**config.mk**
```make
export PLATFORM = sky130hd
export DESIGN_NAME = load_store_unit
export DESIGN_NICKNAME = d
export VERILOG_FILES = /design/src/rtl/lsu_pkg.sv /design/src/rtl/lsu_lane_align.sv /design/src/rtl/load_store_unit.sv
export SDC_FILE = /design/constraint.sdc
export NUM_CORES = 1
export LEC_CHECK = 0
export BUFFER_PORTS_ARGS = -buffer_cell sky130_fd_sc_hd__buf_2
export CAP_MARGIN = 20
export CORE_MARGIN = 5
export CORE_UTILIZATION = 45
export DETAILED_ROUTE_END_ITERATION = 8
export PLACE_DENSITY = 0.72
export REMOVE_ABC_BUFFERS = 1
export SYNTH_ARGS = -nofsm -noshare
export SYNTH_HDL_FRONTEND = slang
export SYNTH_SLANG_ARGS = --single-unit
```
**constraint.sdc**
```tcl
create_clock -name clk -period 2.4 [get_ports clk]
set_input_delay 0.24 -clock clk [delete_from_list [all_inputs] [get_ports clk]]
set_output_delay 0.24 -clock clk [all_outputs]
set_load 0.05 [all_outputs]
```
**src/rtl/lsu_pkg.sv**
```systemverilog
`default_nettype none
// ============================================================================
// Module   : lsu_pkg
// Brief    : Shared funct3 encodings and FSM state type for the load/store unit
// Revision : 1.0
// ============================================================================
package lsu_pkg;

    localparam logic [2:0] F3_B  = 3'b000;
    localparam logic [2:0] F3_H  = 3'b001;
    localparam logic [2:0] F3_W  = 3'b010;
    localparam logic [2:0] F3_BU = 3'b100;
    localparam logic [2:0] F3_HU = 3'b101;

    typedef enum logic [2:0] {
        IDLE  = 3'd0,
        LOAD  = 3'd1,
        MERGE = 3'd2,
        WRITE = 3'd3,
        RESP  = 3'd4
    } lsu_state_e;

endpackage
`default_nettype wire

```
**src/rtl/lsu_lane_align.sv**
```systemverilog
`default_nettype none
// ============================================================================
// Module   : lsu_lane_align
// Brief    : Load lane extract/extend and sub-word store merge (combinational)
// Revision : 1.0
// ============================================================================
module lsu_lane_align
    import lsu_pkg::*;
#(
    parameter int DataWidth = 32
) (
    input  logic [2:0]           funct3,
    input  logic [1:0]           addr_lo,
    input  logic [DataWidth-1:0] word,
    input  logic [DataWidth-1:0] wdata,
    output logic [DataWidth-1:0] load_data,
    output logic [DataWidth-1:0] merge_data
);

    logic [DataWidth-1:0] shifted;
    logic [7:0]           lane_byte;
    logic [15:0]          lane_half;

    always_comb begin
        shifted   = word >> {addr_lo, 3'b000};
        lane_byte = shifted[7:0];
        lane_half = shifted[15:0];
        case (funct3)
            F3_B:    load_data = {{(DataWidth-8){lane_byte[7]}}, lane_byte};
            F3_H:    load_data = {{(DataWidth-16){lane_half[15]}}, lane_half};
            F3_BU:   load_data = {{(DataWidth-8){1'b0}}, lane_byte};
            F3_HU:   load_data = {{(DataWidth-16){1'b0}}, lane_half};
            default: load_data = word;
        endcase
    end

    // Only lanes selected by the store width are replaced; the rest keep the read word
    always_comb begin
        merge_data = word;
        case (funct3)
            F3_B: begin
                case (addr_lo)
                    2'd0:    merge_data[7:0]   = wdata[7:0];
                    2'd1:    merge_data[15:8]  = wdata[7:0];
                    2'd2:    merge_data[23:16] = wdata[7:0];
                    default: merge_data[31:24] = wdata[7:0];
                endcase
            end
            F3_H: begin
                if (addr_lo[1]) merge_data[31:16] = wdata[15:0];
                else            merge_data[15:0]  = wdata[15:0];
            end
            default: merge_data = wdata;
        endcase
    end

endmodule
`default_nettype wire

```
**src/rtl/load_store_unit.sv**
```systemverilog
`default_nettype none
// ============================================================================
// Module   : load_store_unit
// Brief    : Sequences core loads/stores onto a word-wide memory port with RMW
// Revision : 1.0
// ============================================================================
module load_store_unit
    import lsu_pkg::*;
#(
    parameter int AddrWidth = 32,
    parameter int DataWidth = 32
) (
    input  logic                 clk,
    input  logic                 rstn,
    input  logic                 reqValid,
    output logic                 reqReady,
    input  logic                 reqWrite,
    input  logic [2:0]           reqFunct3,
    input  logic [AddrWidth-1:0] reqAddr,
    input  logic [DataWidth-1:0] reqWData,
    input  logic [AddrWidth-1:0] reqPc,
    output logic                 rspValid,
    input  logic                 rspReady,
    output logic [DataWidth-1:0] rspData,
    output logic                 rspErr,
    output logic [AddrWidth-1:0] memAddr,
    output logic                 memReadEnable,
    input  logic [DataWidth-1:0] memReadData,
    output logic                 memWriteEnable,
    output logic [DataWidth-1:0] memWriteData,
    output logic [AddrWidth-1:0] pcReadData
);

    lsu_state_e           state;
    logic [2:0]           funct3_lat;
    logic [1:0]           addr_lo_lat;
    logic [DataWidth-1:0] wdata_lat;
    logic                 req_err;
    logic [AddrWidth-1:0] word_addr;
    logic [DataWidth-1:0] load_data;
    logic [DataWidth-1:0] merge_data;

    assign word_addr = {reqAddr[AddrWidth-1:2], 2'b00};

    always_comb begin
        req_err = 1'b0;
        if (reqWrite) begin
            case (reqFunct3)
                F3_B:    req_err = 1'b0;
                F3_H:    req_err = reqAddr[0];
                F3_W:    req_err = |reqAddr[1:0];
                default: req_err = 1'b1;
            endcase
        end else begin
            case (reqFunct3)
                F3_B, F3_BU: req_err = 1'b0;
                F3_H, F3_HU: req_err = reqAddr[0];
                F3_W:        req_err = |reqAddr[1:0];
                default:     req_err = 1'b1;
            endcase
        end
    end

    lsu_lane_align #(
        .DataWidth (DataWidth)
    ) u_lane_align (
        .funct3     (funct3_lat),
        .addr_lo    (addr_lo_lat),
        .word       (memReadData),
        .wdata      (wdata_lat),
        .load_data  (load_data),
        .merge_data (merge_data)
    );

    // Every memory-facing output is a register so the write strobe cannot glitch
    always_ff @(posedge clk or negedge rstn) begin
        if (!rstn) begin
            state          <= IDLE;
            funct3_lat     <= 3'b000;
            addr_lo_lat    <= 2'b00;
            wdata_lat      <= '0;
            reqReady       <= 1'b1;
            rspValid       <= 1'b0;
            rspData        <= '0;
            rspErr         <= 1'b0;
            memAddr        <= '0;
            memReadEnable  <= 1'b0;
            memWriteEnable <= 1'b0;
            memWriteData   <= '0;
            pcReadData     <= '0;
        end else begin
            case (state)
                IDLE: begin
                    if (reqValid && reqReady) begin
                        funct3_lat  <= reqFunct3;
                        addr_lo_lat <= reqAddr[1:0];
                        wdata_lat   <= reqWData;
                        pcReadData  <= reqPc;
                        reqReady    <= 1'b0;
                        if (req_err) begin
                            state    <= RESP;
                            rspValid <= 1'b1;
                            rspErr   <= 1'b1;
                            rspData  <= '0;
                        end else if (!reqWrite) begin
                            state         <= LOAD;
                            memReadEnable <= 1'b1;
                            memAddr       <= word_addr;
                        end else if (reqFunct3 == F3_W) begin
                            state          <= WRITE;
                            memWriteEnable <= 1'b1;
                            memWriteData   <= reqWData;
                            memAddr        <= word_addr;
                        end else begin
                            state         <= MERGE;
                            memReadEnable <= 1'b1;
                            memAddr       <= word_addr;
                        end
                    end
                end
                LOAD: begin
                    state         <= RESP;
                    memReadEnable <= 1'b0;
                    memAddr       <= '0;
                    rspValid      <= 1'b1;
                    rspErr        <= 1'b0;
                    rspData       <= load_data;
                end
                MERGE: begin
                    state          <= WRITE;
                    memReadEnable  <= 1'b0;
                    memWriteEnable <= 1'b1;
                    memWriteData   <= merge_data;
                end
                WRITE: begin
                    state          <= RESP;
                    memWriteEnable <= 1'b0;
                    memWriteData   <= '0;
                    memAddr        <= '0;
                    rspValid       <= 1'b1;
                    rspErr         <= 1'b0;
                    rspData        <= '0;
                end
                RESP: begin
                    if (rspReady) begin
                        state    <= IDLE;
                        rspValid <= 1'b0;
                        rspErr   <= 1'b0;
                        rspData  <= '0;
                        reqReady <= 1'b1;
                    end
                end
                default: begin
                    state          <= IDLE;
                    reqReady       <= 1'b1;
                    rspValid       <= 1'b0;
                    rspErr         <= 1'b0;
                    rspData        <= '0;
                    memAddr        <= '0;
                    memReadEnable  <= 1'b0;
                    memWriteEnable <= 1'b0;
                    memWriteData   <= '0;
                end
            endcase
        end
    end

endmodule
`default_nettype wire
```
== Yosys cells after proc, flatten, opt, wreduce, memory -nomap -nowiden ==
Index checks and enable logic that the tools add are counted.

* Bits in registers: 173
* Output and inout bits: 133
* Word-level logic and storage cells: 107

* Equal/unequal tests: 20
* Shifts and indexed selects: 1
* Muxes and demuxes: 47
* Bitwise operators: 5
* Reduce and logical (&&, ||, !) cells: 21

{| class="wikitable"
|+ Operators with widths
! kind !! count
|-
| 32-bit 2-to-1 mux || 9
|-
| 32-bit one-hot mux with 4 select lines || 2
|-
| 32-bit one-hot mux with 2 select lines || 2
|-
| 32-bit one-hot mux with 3 select lines || 1
|-
| 16-bit 2-to-1 mux || 2
|-
| 8-bit 2-to-1 mux || 4
|-
| 32-bit by 5-bit right shift with 16-bit output || 1
|-
| 3-bit equality test (second input constant) || 5
|-
| 1-bit 2-to-1 mux || 15
|-
| 1-bit one-hot mux with 3 select lines || 5
|-
| 2-bit OR reduction || 7
|-
| 2-bit != test (second input constant) || 6
|-
| 3-bit one-hot mux with 4 select lines || 1
|-
| 3-bit by 1-bit equality test with 1-bit output (second input constant) || 3
|-
| 3-bit by 2-bit equality test with 1-bit output (second input constant) || 3
|-
| 3-bit logical NOT || 3
|-
| 3-bit 2-to-1 mux || 3
|-
| 4-bit AND reduction || 2
|-
| 3-bit AND reduction || 2
|-
| 3-bit OR reduction || 2
|-
| 1-bit NOT || 5
|-
| 5-bit AND reduction || 1
|-
| 1-bit one-hot mux with 4 select lines || 1
|-
| 2-bit AND reduction || 2
|-
| other kinds (7) || 7
|}

== Longest topological paths before layout ==
Gate-level depths: netlist of the first run.

* Depth in word-level cells: 7
* Gate-level depth with buffers: 7
* Mapped depth without buffers: 4

== Modules after synthesis ==
From an unflattened synthesis of the first run, not the netlist that was laid out.

* Cell total of the unflattened synthesis: 787
* Area, all modules: 8604.5 µm²

{| class="wikitable"
|+ By module, submodules not included
! module !! instances !! cells an instance !! area an instance (µm²) !! sequential area each (µm²)
|-
| load_store_unit || 1 || 546 || 7016.7 || 4280.4
|-
| lsu_lane_align || 1 || 241 || 1587.8 || 0.0
|}

== Least setup slack after synthesis of the first run ==
No wires, ideal clock.

* Path type: register to register
* Start: reg state[2]
* End: reg addr_lo_lat[0]
* Library setup time: 0.125 ns
* Arrival time: 2.123 ns
* Data required time: 2.275 ns
* Path slack: 0.152 ns
* Stages on the path, launching flop included: 7
* Clock period less this slack: 2.248 ns
* Cells stage by stage: dfrtp_1 clkbuf_1 nor3_1 and3_1 clkbuf_1 buf_2 mux2_2

* Word-level cells in the longest chain between the ends: 2

{| class="wikitable"
|+ RTL lines
! element !! RTL line !! source
|-
| start: declaration || load_store_unit.sv:34 || <nowiki>lsu_state_e state;</nowiki>
|-
| start signal: assignment || load_store_unit.sv:78 || <nowiki>state <= IDLE;</nowiki>
|-
| start signal: assignment || load_store_unit.sv:101 || <nowiki>state <= RESP;</nowiki>
|-
| start signal: assignment || load_store_unit.sv:106 || <nowiki>state <= LOAD;</nowiki>
|-
| 3-bit logical NOT || load_store_unit.sv:92 || <nowiki>case (state)</nowiki>
|-
| 2-bit AND reduction (no line) || -- ||
|-
| end signal: assignment || load_store_unit.sv:96 || <nowiki>addr_lo_lat <= reqAddr[1:0];</nowiki>
|-
| end: declaration || load_store_unit.sv:36 || <nowiki>logic [1:0] addr_lo_lat;</nowiki>
|}

No other way between the ends.
A chain may end at the register's enable or synchronous reset.

== Worst setup path after layout of the first run ==
* Start: reg addr_lo_lat[0]
* End: reg memWriteData[0]

* Word-level cells in the longest chain between the ends: 4

{| class="wikitable"
|+ RTL lines
! element !! RTL line !! source
|-
| 2-bit logical NOT || lsu_lane_align.sv:42 || <nowiki>case (addr_lo)</nowiki>
|-
| 8-bit 2-to-1 mux || lsu_lane_align.sv:42 ||
|-
| 32-bit one-hot mux with 2 select lines || lsu_lane_align.sv:40 || <nowiki>case (funct3)</nowiki>
|-
| 32-bit one-hot mux with 3 select lines || load_store_unit.sv:92 ||
|-
| end signal: assignment || load_store_unit.sv:112 || <nowiki>memWriteData <= reqWData;</nowiki>
|-
| end signal: assignment || load_store_unit.sv:133 || <nowiki>memWriteData <= merge_data;</nowiki>
|-
| end: declaration || load_store_unit.sv:30 || <nowiki>output logic [DataWidth-1:0] memWriteData,</nowiki>
|}

No other way between the ends.

==> results.txt, run 1 <==
After synthesis, the mean cell area works out to 10.8 sq um. The maximum level of the CTS H-tree is 4. The cell count after synthesis came out at 802.

The number of synthesized flops with an enable pin is 0. Detailed placement finished with a half-perimeter wire length of 20.1 mm. The final design utilization came out at 58.6%. The number of max-capacitance violations reported came out at 0. In this run the static leakage power is 5.30 nW.

The total overflow left after global routing is 0. The buffer depth of the longest clock path is 2. The number of sinks handled by clock tree synthesis is 171. The worst setup path is of the reg -> reg kind. The post-detailed-route via-to-cell ratio came out at 5.85.

The final wirelength is about 28 mm. The final worst-path cycle share is 90.4%. The worst setup path is launched from a register. The number of synthesis warnings is 0. The peak supply drop came out at around 990 uV. The type of element capturing the critical path is a register.

Headroom to the max-slew limit came out at 31.4%. On the worst path, the slowest cell contributes a delay of 0.53 ns. The number of buffers created by CTS came out at 17. The DRC violation count after routing is 0. Setup violations remaining at the end of the flow were counted as 0.

Walking the worst path, the cells encountered are buf_4 > nand2b_1 > a21oi_1 > buf_4 > nor3_1 > o41ai_1. The aggregate global-route resource usage is between 20% and 30%. The critical path's slowest cell is sky130_fd_sc_hd__dfrtp_1. Before antenna repair, the detailed router went through 5 iterations. The setup skew after layout is 0.0121 ns. The clock reaches the later pin of the worst-skew pair after 0.43 ns.

The floorplan step set the die width to 149 microns. The violation count after the first detailed-routing iteration came out at 700. The count of cells resized by post-cts repair came out at 0.

The layout cell share with drive strength beyond 1 came out at 41.3%. Entering global routing, the biggest net connects 54 pins. The count of vias placed by the detailed router is 7637. The initial cell density of the core came out at a little under half.

The clock transition at the register clock pins on the worst setup and hold paths after CTS is 0.07 ns. The count of different cell masters after synthesis came out at 51. TritonCTS built the clock tree. At the pin with the least slew margin, the transition time is 1.03 ns.

The initial antenna violation count came out at 5. The vertical extent of the die came out at approximately 150 microns. The number of hold violations in the final report came to 0.

Leaving out fill and tap cells, the most frequent cell in the layout is sky130_fd_sc_hd__buf_2. In the layout the commonest cells are sky130_fd_sc_hd__buf_2, sky130_fd_sc_hd__dfrtp_1, sky130_fd_sc_hd__mux2_2. Row generation in the floorplan step produced 50 rows. The core area is 0.0188 sq mm.

The routed design could run at a clock period as short as 2.17 ns. Synthesis inferred ~170 register bits. The number of max-slew violations in the final report came out at 0. Of all nets on the critical path, the largest fanout is 20. The largest delay contributor family on the critical path is compound AO/OA/AOI/OAI gates.

The highest attainable clock frequency is 461 MHz. The data required time of the worst path came out at roughly 2.7 ns. In the synthesized netlist the dominant register cell turns out to be sky130_fd_sc_hd__dfrtp_1. Counting stages on the worst path, the most repeated cell is sky130_fd_sc_hd__buf_4. The count of nets left with antenna violations once routing finished came out at 0. Dividing total power by cell area gives a power density of 1650 mW/mm^2. The floorplan step defined a die boundary enclosing 0.0221 sq mm. Setup repair after global routing left no endpoint under its margin. The proportion of register bits with asynchronous set or reset after synthesis came out at 100%. The synthesized area is 0.00863 sq mm.

The minimum hold slack came out at 0.0413 ns. The flow ran to the end, and the final reports show no timing, DRC or antenna violations. The tightest min-delay check is of the in -> reg type.

The via count of the first global-routing pass is between 7000 and 8000. Relative to the synthesized area, the layout overhead comes to 27.4%. Counting both buffers and inverters, the worst setup path holds a total of 2. The count of input and output buffers came out at 266. The routability congestion estimate from global placement came out at 0.869. The master cell of the clock root buffer is sky130_fd_sc_hd__clkbuf_16. The share of the yosys chip area belonging to registers came out at 49.6%. The data arrival time at the worst-slack endpoint came out at 2.48 ns. In this run the count of I/O pins placed on the die edge is 269. The count of nets after finishing came out at 1192.

The average detailed-routed wire length per instance is 21.3 microns. The wire length of the first global-routing pass came out at 44.1 mm.
## area by class of cell
class	instances	area (sq um)
Clock buffer	17	425
Antenna cell	3	7.51
Timing Repair Buffer	302	1690
Tap cell	234	293
Clock inverter	15	209
Inverter	35	131
Sequential cell	171	4280
Fill cell	1624	7760
Multi-Input combinational cell	529	3970
## power breakdown
part | leakage, nW | internal (W) | switching (W)
sequential | 2.13 | 0.00422 | 0.000925
combinational | 2.86 | 0.00306 | 0.00697
clock | 0.302 | 0.00176 | 0.00123
total | 5.30 | 0.00904 | 0.00913
## worst paths after layout
kind | startpoint | endpoint | slack (ns) | cells after the start
max in group asynchronous | rstn | pcReadData[11]$_DFFE_PN0P_ | 1.36 | 3
setup / recovery | addr_lo_lat[0]$_DFFE_PN0P_ | memWriteData[0]$_DFFE_PN0P_ | 0.23 | 6
min in group asynchronous | rstn | memAddr[11]$_DFFE_PN0P_ | 0.36 | 2
setup reg to reg | addr_lo_lat[0]$_DFFE_PN0P_ | memWriteData[0]$_DFFE_PN0P_ | 0.23 | 6
hold / removal | reqPc[5] | pcReadData[5]$_DFFE_PN0P_ | 0.04 | 2
hold reg to reg | rspData[12]$_DFFE_PN0P_ | rspData[12]$_DFFE_PN0P_ | 0.49 | 1
## metrics by stage
step                instances  total power, W  instance area, sq um  setup slack (ns)  TNS (ns)
finish                   1306          0.0182                 11000             0.230         0
detailed placement       1270          0.0152                 10400             0.150         0
global placement         1270          0.0150                 10400             0.229         0
global route             1306          0.0191                 11000             0.110         0
CTS                      1303          0.0182                 11000             0.287         0
floorplan                 735          0.0122                  8350             -3.05   -304.73
## registers in the layout, indices dropped and copies added (netlist names)
name,flops
addr_lo_lat,2
funct3_lat,3
memAddr,30
memReadEnable,1
memWriteData,32
memWriteEnable,1
pcReadData,32
reqReady,1
rspData,32
rspErr,1
rspValid,1
state,3
wdata_lat,32
## cell usage after synthesis (19+ instances only)
cell | number | area [sq um]
sky130_fd_sc_hd__o41ai_2 | 19 | 309
sky130_fd_sc_hd__a21oi_1 | 24 | 120
sky130_fd_sc_hd__nor3_1 | 34 | 170
sky130_fd_sc_hd__mux2i_1 | 43 | 430
sky130_fd_sc_hd__nor2_1 | 19 | 71.3
sky130_fd_sc_hd__nand2_1 | 50 | 188
sky130_fd_sc_hd__mux2_2 | 77 | 867
sky130_fd_sc_hd__inv_1 | 34 | 128
sky130_fd_sc_hd__clkbuf_1 | 42 | 158
sky130_fd_sc_hd__and3_1 | 25 | 156
sky130_fd_sc_hd__dfrtp_1 | 170 | 4250
sky130_fd_sc_hd__nand3_1 | 44 | 220
sky130_fd_sc_hd__o21ai_0 | 51 | 255
## per-layer routing
metal | global-route usage [%] | up-vias | share of wire [%]
met5 | 0 | - | 0.12
met4 | 7.48 | 4 | 1.4
met3 | 5.03 | 36 | 8.9
met2 | 40.7 | 372 | 49
met1 | 34.6 | 3750 | 41
li1 | - | 3475 | -
## timing repair
item                                    in CTS  in global routing
buffers inserted                             0                  0
hold endpoints to repair                    47                  0
endpoints found under the setup margin       0                  0
hold buffers                                 1                  0
## cell families after synthesis
| group | count (synthesis) | share of synthesized area [%] |
|---|---|---|
| and+or+nand+nor | 199 | 11.5 |
| buffers and inverters | 103 | 4.88 |
| other | 1 | 0.0434 |
| DFF | 171 | 49.6 |
| AOI/OAI and AO/OA | 208 | 19.0 |
| muxes | 120 | 15.0 |
Power figures use the tool's default switching activity.
==> run 2, diff against run 1 <==
--- a/config.mk
+++ b/config.mk
@@ -6,11 +6,12 @@
 export NUM_CORES = 1
 export LEC_CHECK = 0
 export BUFFER_PORTS_ARGS = -buffer_cell sky130_fd_sc_hd__buf_2
-export CAP_MARGIN = 20
+export CAP_MARGIN = 25
 export CORE_MARGIN = 5
 export CORE_UTILIZATION = 45
+export CTS_CLUSTER_DIAMETER = 50
 export DETAILED_ROUTE_END_ITERATION = 8
-export PLACE_DENSITY = 0.72
+export PLACE_DENSITY = 0.74
 export REMOVE_ABC_BUFFERS = 1
 export SYNTH_ARGS = -nofsm -noshare
 export SYNTH_HDL_FRONTEND = slang
==> run 2 against run 1 <==
Compared with the run above: clock skew rose by 0.0046 ns; global-route usage is essentially flat; die area stayed put; fmax is 3.4% lower; sequential power grew 1%; design area fell by 0.42%; non-clock buffer count is 3 lower; core utilization fell by 0.25 points; hold slack got worse by 0.0093 ns; clock power shrank 7.0%.
==> results.txt, run 2 (synthesis gave the netlist of run 1 again) <==
The flow ran to the end, and the final reports show no timing, DRC or antenna violations. The standard cell area after detailed placement came out at about 0.010 sq mm. The number of max-slew violations in the final report is 0. On the critical path, the stage with the largest delay is an instance of sky130_fd_sc_hd__dfrtp_1. The largest fanout of any net on the critical path came out at 23. The detailed router finished its first iteration with 661 violations. The number of cell rows came out at 50. The average detailed-routed wire length per instance came out at 21.4 microns. The die covers 0.0221 sq mm. The type of element capturing the critical path is a register. The final-layout fill cell count is 1606. The worst relative slew slack is a little over half. Traced cell by cell, the critical path runs through buf_4 > nand2b_1 > a21oi_1 > buf_4 > nor3_1 > o41ai_1.

The number of buffers inserted to repair setup after CTS came out at 0. The initial antenna violation count came out at 2. The final instance area is 0.0110 sq mm. After layout, the worst path uses 93.5% of the clock period. The growth of design area from synthesis to finish came out at 26.9%. Entering global routing, the biggest net connects 78 pins. The clock transition at the register clock pins on the worst setup and hold paths after CTS came out at 0.07 ns. OpenSTA, run right after detailed placement, puts the worst setup slack at approximately 0.11 ns. The DRC violation count after routing is 0. The count of input and output buffers is 266.

Data arrives at the worst endpoint at 2.55 ns. Setup repair after global routing left no endpoint under its margin. The maximum level of the CTS H-tree came out at 4. Based on the critical path, the design can be clocked at up to 445 MHz.

Max-cap violations in this run came to 0. The routability congestion estimate from global placement is ~0.9. The core region is 0.0188 sq mm. The die is 149 microns tall. The final setup violation count is 0. The wire length of the first global-routing pass came out at 44.2 mm. The worst setup path is launched from a register. The power density over the cells came out at 1640 mW/mm^2. The count of vias placed by the detailed router came out at 7680.

Setup slack on the worst reg-to-reg path comes out at 0.15 ns. The HPWL after detailed placement is 20.2 mm. Counting cells, the worst reg-to-reg path comes to 6. Leaving out fill and tap cells, the most frequent cell in the layout is sky130_fd_sc_hd__buf_2. The final wirelength came out at around 28 mm. The time the worst path needs with I/O delays and setup came out at 2.25 ns. The cell that appears most often on the critical path is sky130_fd_sc_hd__buf_4. The post-route worst setup slack came out at between 0.15 and 0.2 ns. The tree is rooted in a sky130_fd_sc_hd__clkbuf_16. STA puts the critical path data required time at 2.71 ns. No sink is reached through more buffers than the 2 on the longest clock path. The number of buffers created by CTS is 17. The static power due to leakage came out at 5.28 nW. Leaving out fill and tap cells, the most frequent cells in the layout are sky130_fd_sc_hd__buf_2, sky130_fd_sc_hd__dfrtp_1, sky130_fd_sc_hd__mux2_2. TritonCTS built the clock tree.

269 I/O pins were placed. The setup skew after layout is 0.0167 ns. The post-route total power came out at about 0.018 W. Once the floorplan was initialized, standard cells occupied between 40% and 50% of the core. The post-route antenna net violation count is 0.

The worst-case IR drop observed on VDD is 951 uV. In the routed layout, each cell is associated on average with a via count of 5.90. The worst hold path was traced through 2 stages. The tightest min-delay check is of the in -> reg type. For the worst-skew pair, the clock arrives at the later sink with an insertion delay of 0.43 ns.

The net count of the finished layout is 1189. Before antenna repair, the detailed router went through 5 iterations. The floorplan step set the die width to 149 microns. The number of sinks handled by clock tree synthesis is 171.

The transition time of the tightest slew-check pin came out at between 0.6 and 0.7 ns. The setup path with the least slack is of type reg -> reg. The layout cell share with drive strength beyond 1 came out at 41.1%. The via count of the first global-routing pass came out at a little under 8000.

The number of hold violations in the final report came out at 0. The total overflow left after global routing is 0. The delay of the slowest cell on the worst path came out at between 0.5 and 0.6 ns. Global routing used 25.3% of the available tracks.
run 2: final timing paths:
kind / startpoint / to
setup reg to reg: addr_lo_lat[0]$_DFFE_PN0P_ / memWriteData[0]$_DFFE_PN0P_
hold reg to reg: rspData[14]$_DFFE_PN0P_ / rspData[14]$_DFFE_PN0P_
setup / recovery: addr_lo_lat[0]$_DFFE_PN0P_ / memWriteData[0]$_DFFE_PN0P_
min in group asynchronous: rstn / wdata_lat[1]$_DFFE_PN0P_
hold / removal: reqPc[11] / pcReadData[11]$_DFFE_PN0P_
max in group asynchronous: rstn / reqReady$_DFFE_PN1P_
run 2: worst max-delay path: cells and delay by family (launching register included):
family | cells | cell delay [ns]
flops | 1 | 0.56
simple gates | 2 | 0.39
compound gates | 2 | 0.63
buf+inv | 2 | 0.53
run 2: repair_timing:
| action | in CTS | in global routing |
|---|---|---|
| hold buffers | 1 | 0 |
| endpoints found under the setup margin | 0 | 2 |
| gates resized for setup | 0 | 1 |
| hold endpoints to repair | 44 | 0 |
run 2: final cells by class:
| type | instances | area (sq um) | share of cell area [%] |
|---|---|---|---|
| clock buffers | 19 | 443 | 4.04 |
| well taps | 234 | 293 | 2.67 |
| clock inverters | 13 | 144 | 1.31 |
| multi-input cells | 529 | 3980 | 36.3 |
| flip-flops and latches | 171 | 4280 | 39.1 |
| diodes | 2 | 5.00 | 0.0457 |
| repair buffers | 299 | 1680 | 15.4 |
| inverters | 35 | 131 | 1.20 |
run 2: layer usage:
| layer | vias up | routed length (microns) | global-route usage [%] | share of wire (%) |
|---|---|---|---|---|
| li1 | 3468 | - | - | - |
| met1 | 3804 | 11300 | 34.0 | 41 |
| met2 | 359 | 13700 | 41.4 | 49 |
| met3 | 47 | 2250 | 5.18 | 8.1 |
| met4 | 2 | 567 | 7.58 | 2.0 |
| met5 | - | 11 | 0 | 0.040 |
run 2: per-stage QoR:
| stage | hold WS, ns | util [%] | TNS (ns) | std cells |
|---|---|---|---|---|
| floorplan | -0.0556 | - | -304.73 | 735 |
| global placement | 0.212 | 55.0 | 0 | 1265 |
| detailed placement | 0.215 | 55.1 | 0 | 1267 |
| CTS | 0.0197 | 58.3 | 0 | 1300 |
| global route | 0.0206 | 58.4 | 0 | 1301 |
| finish | 0.0320 | 58.4 | 0 | 1302 |
run 2: power by group:
| group | switching [W] | total, W | internal, W |
|---|---|---|---|
| Sequential | 0.000986 | 0.00520 | 0.00422 |
| Combinational | 0.00689 | 0.00996 | 0.00307 |
| Clock | 0.00122 | 0.00279 | 0.00157 |
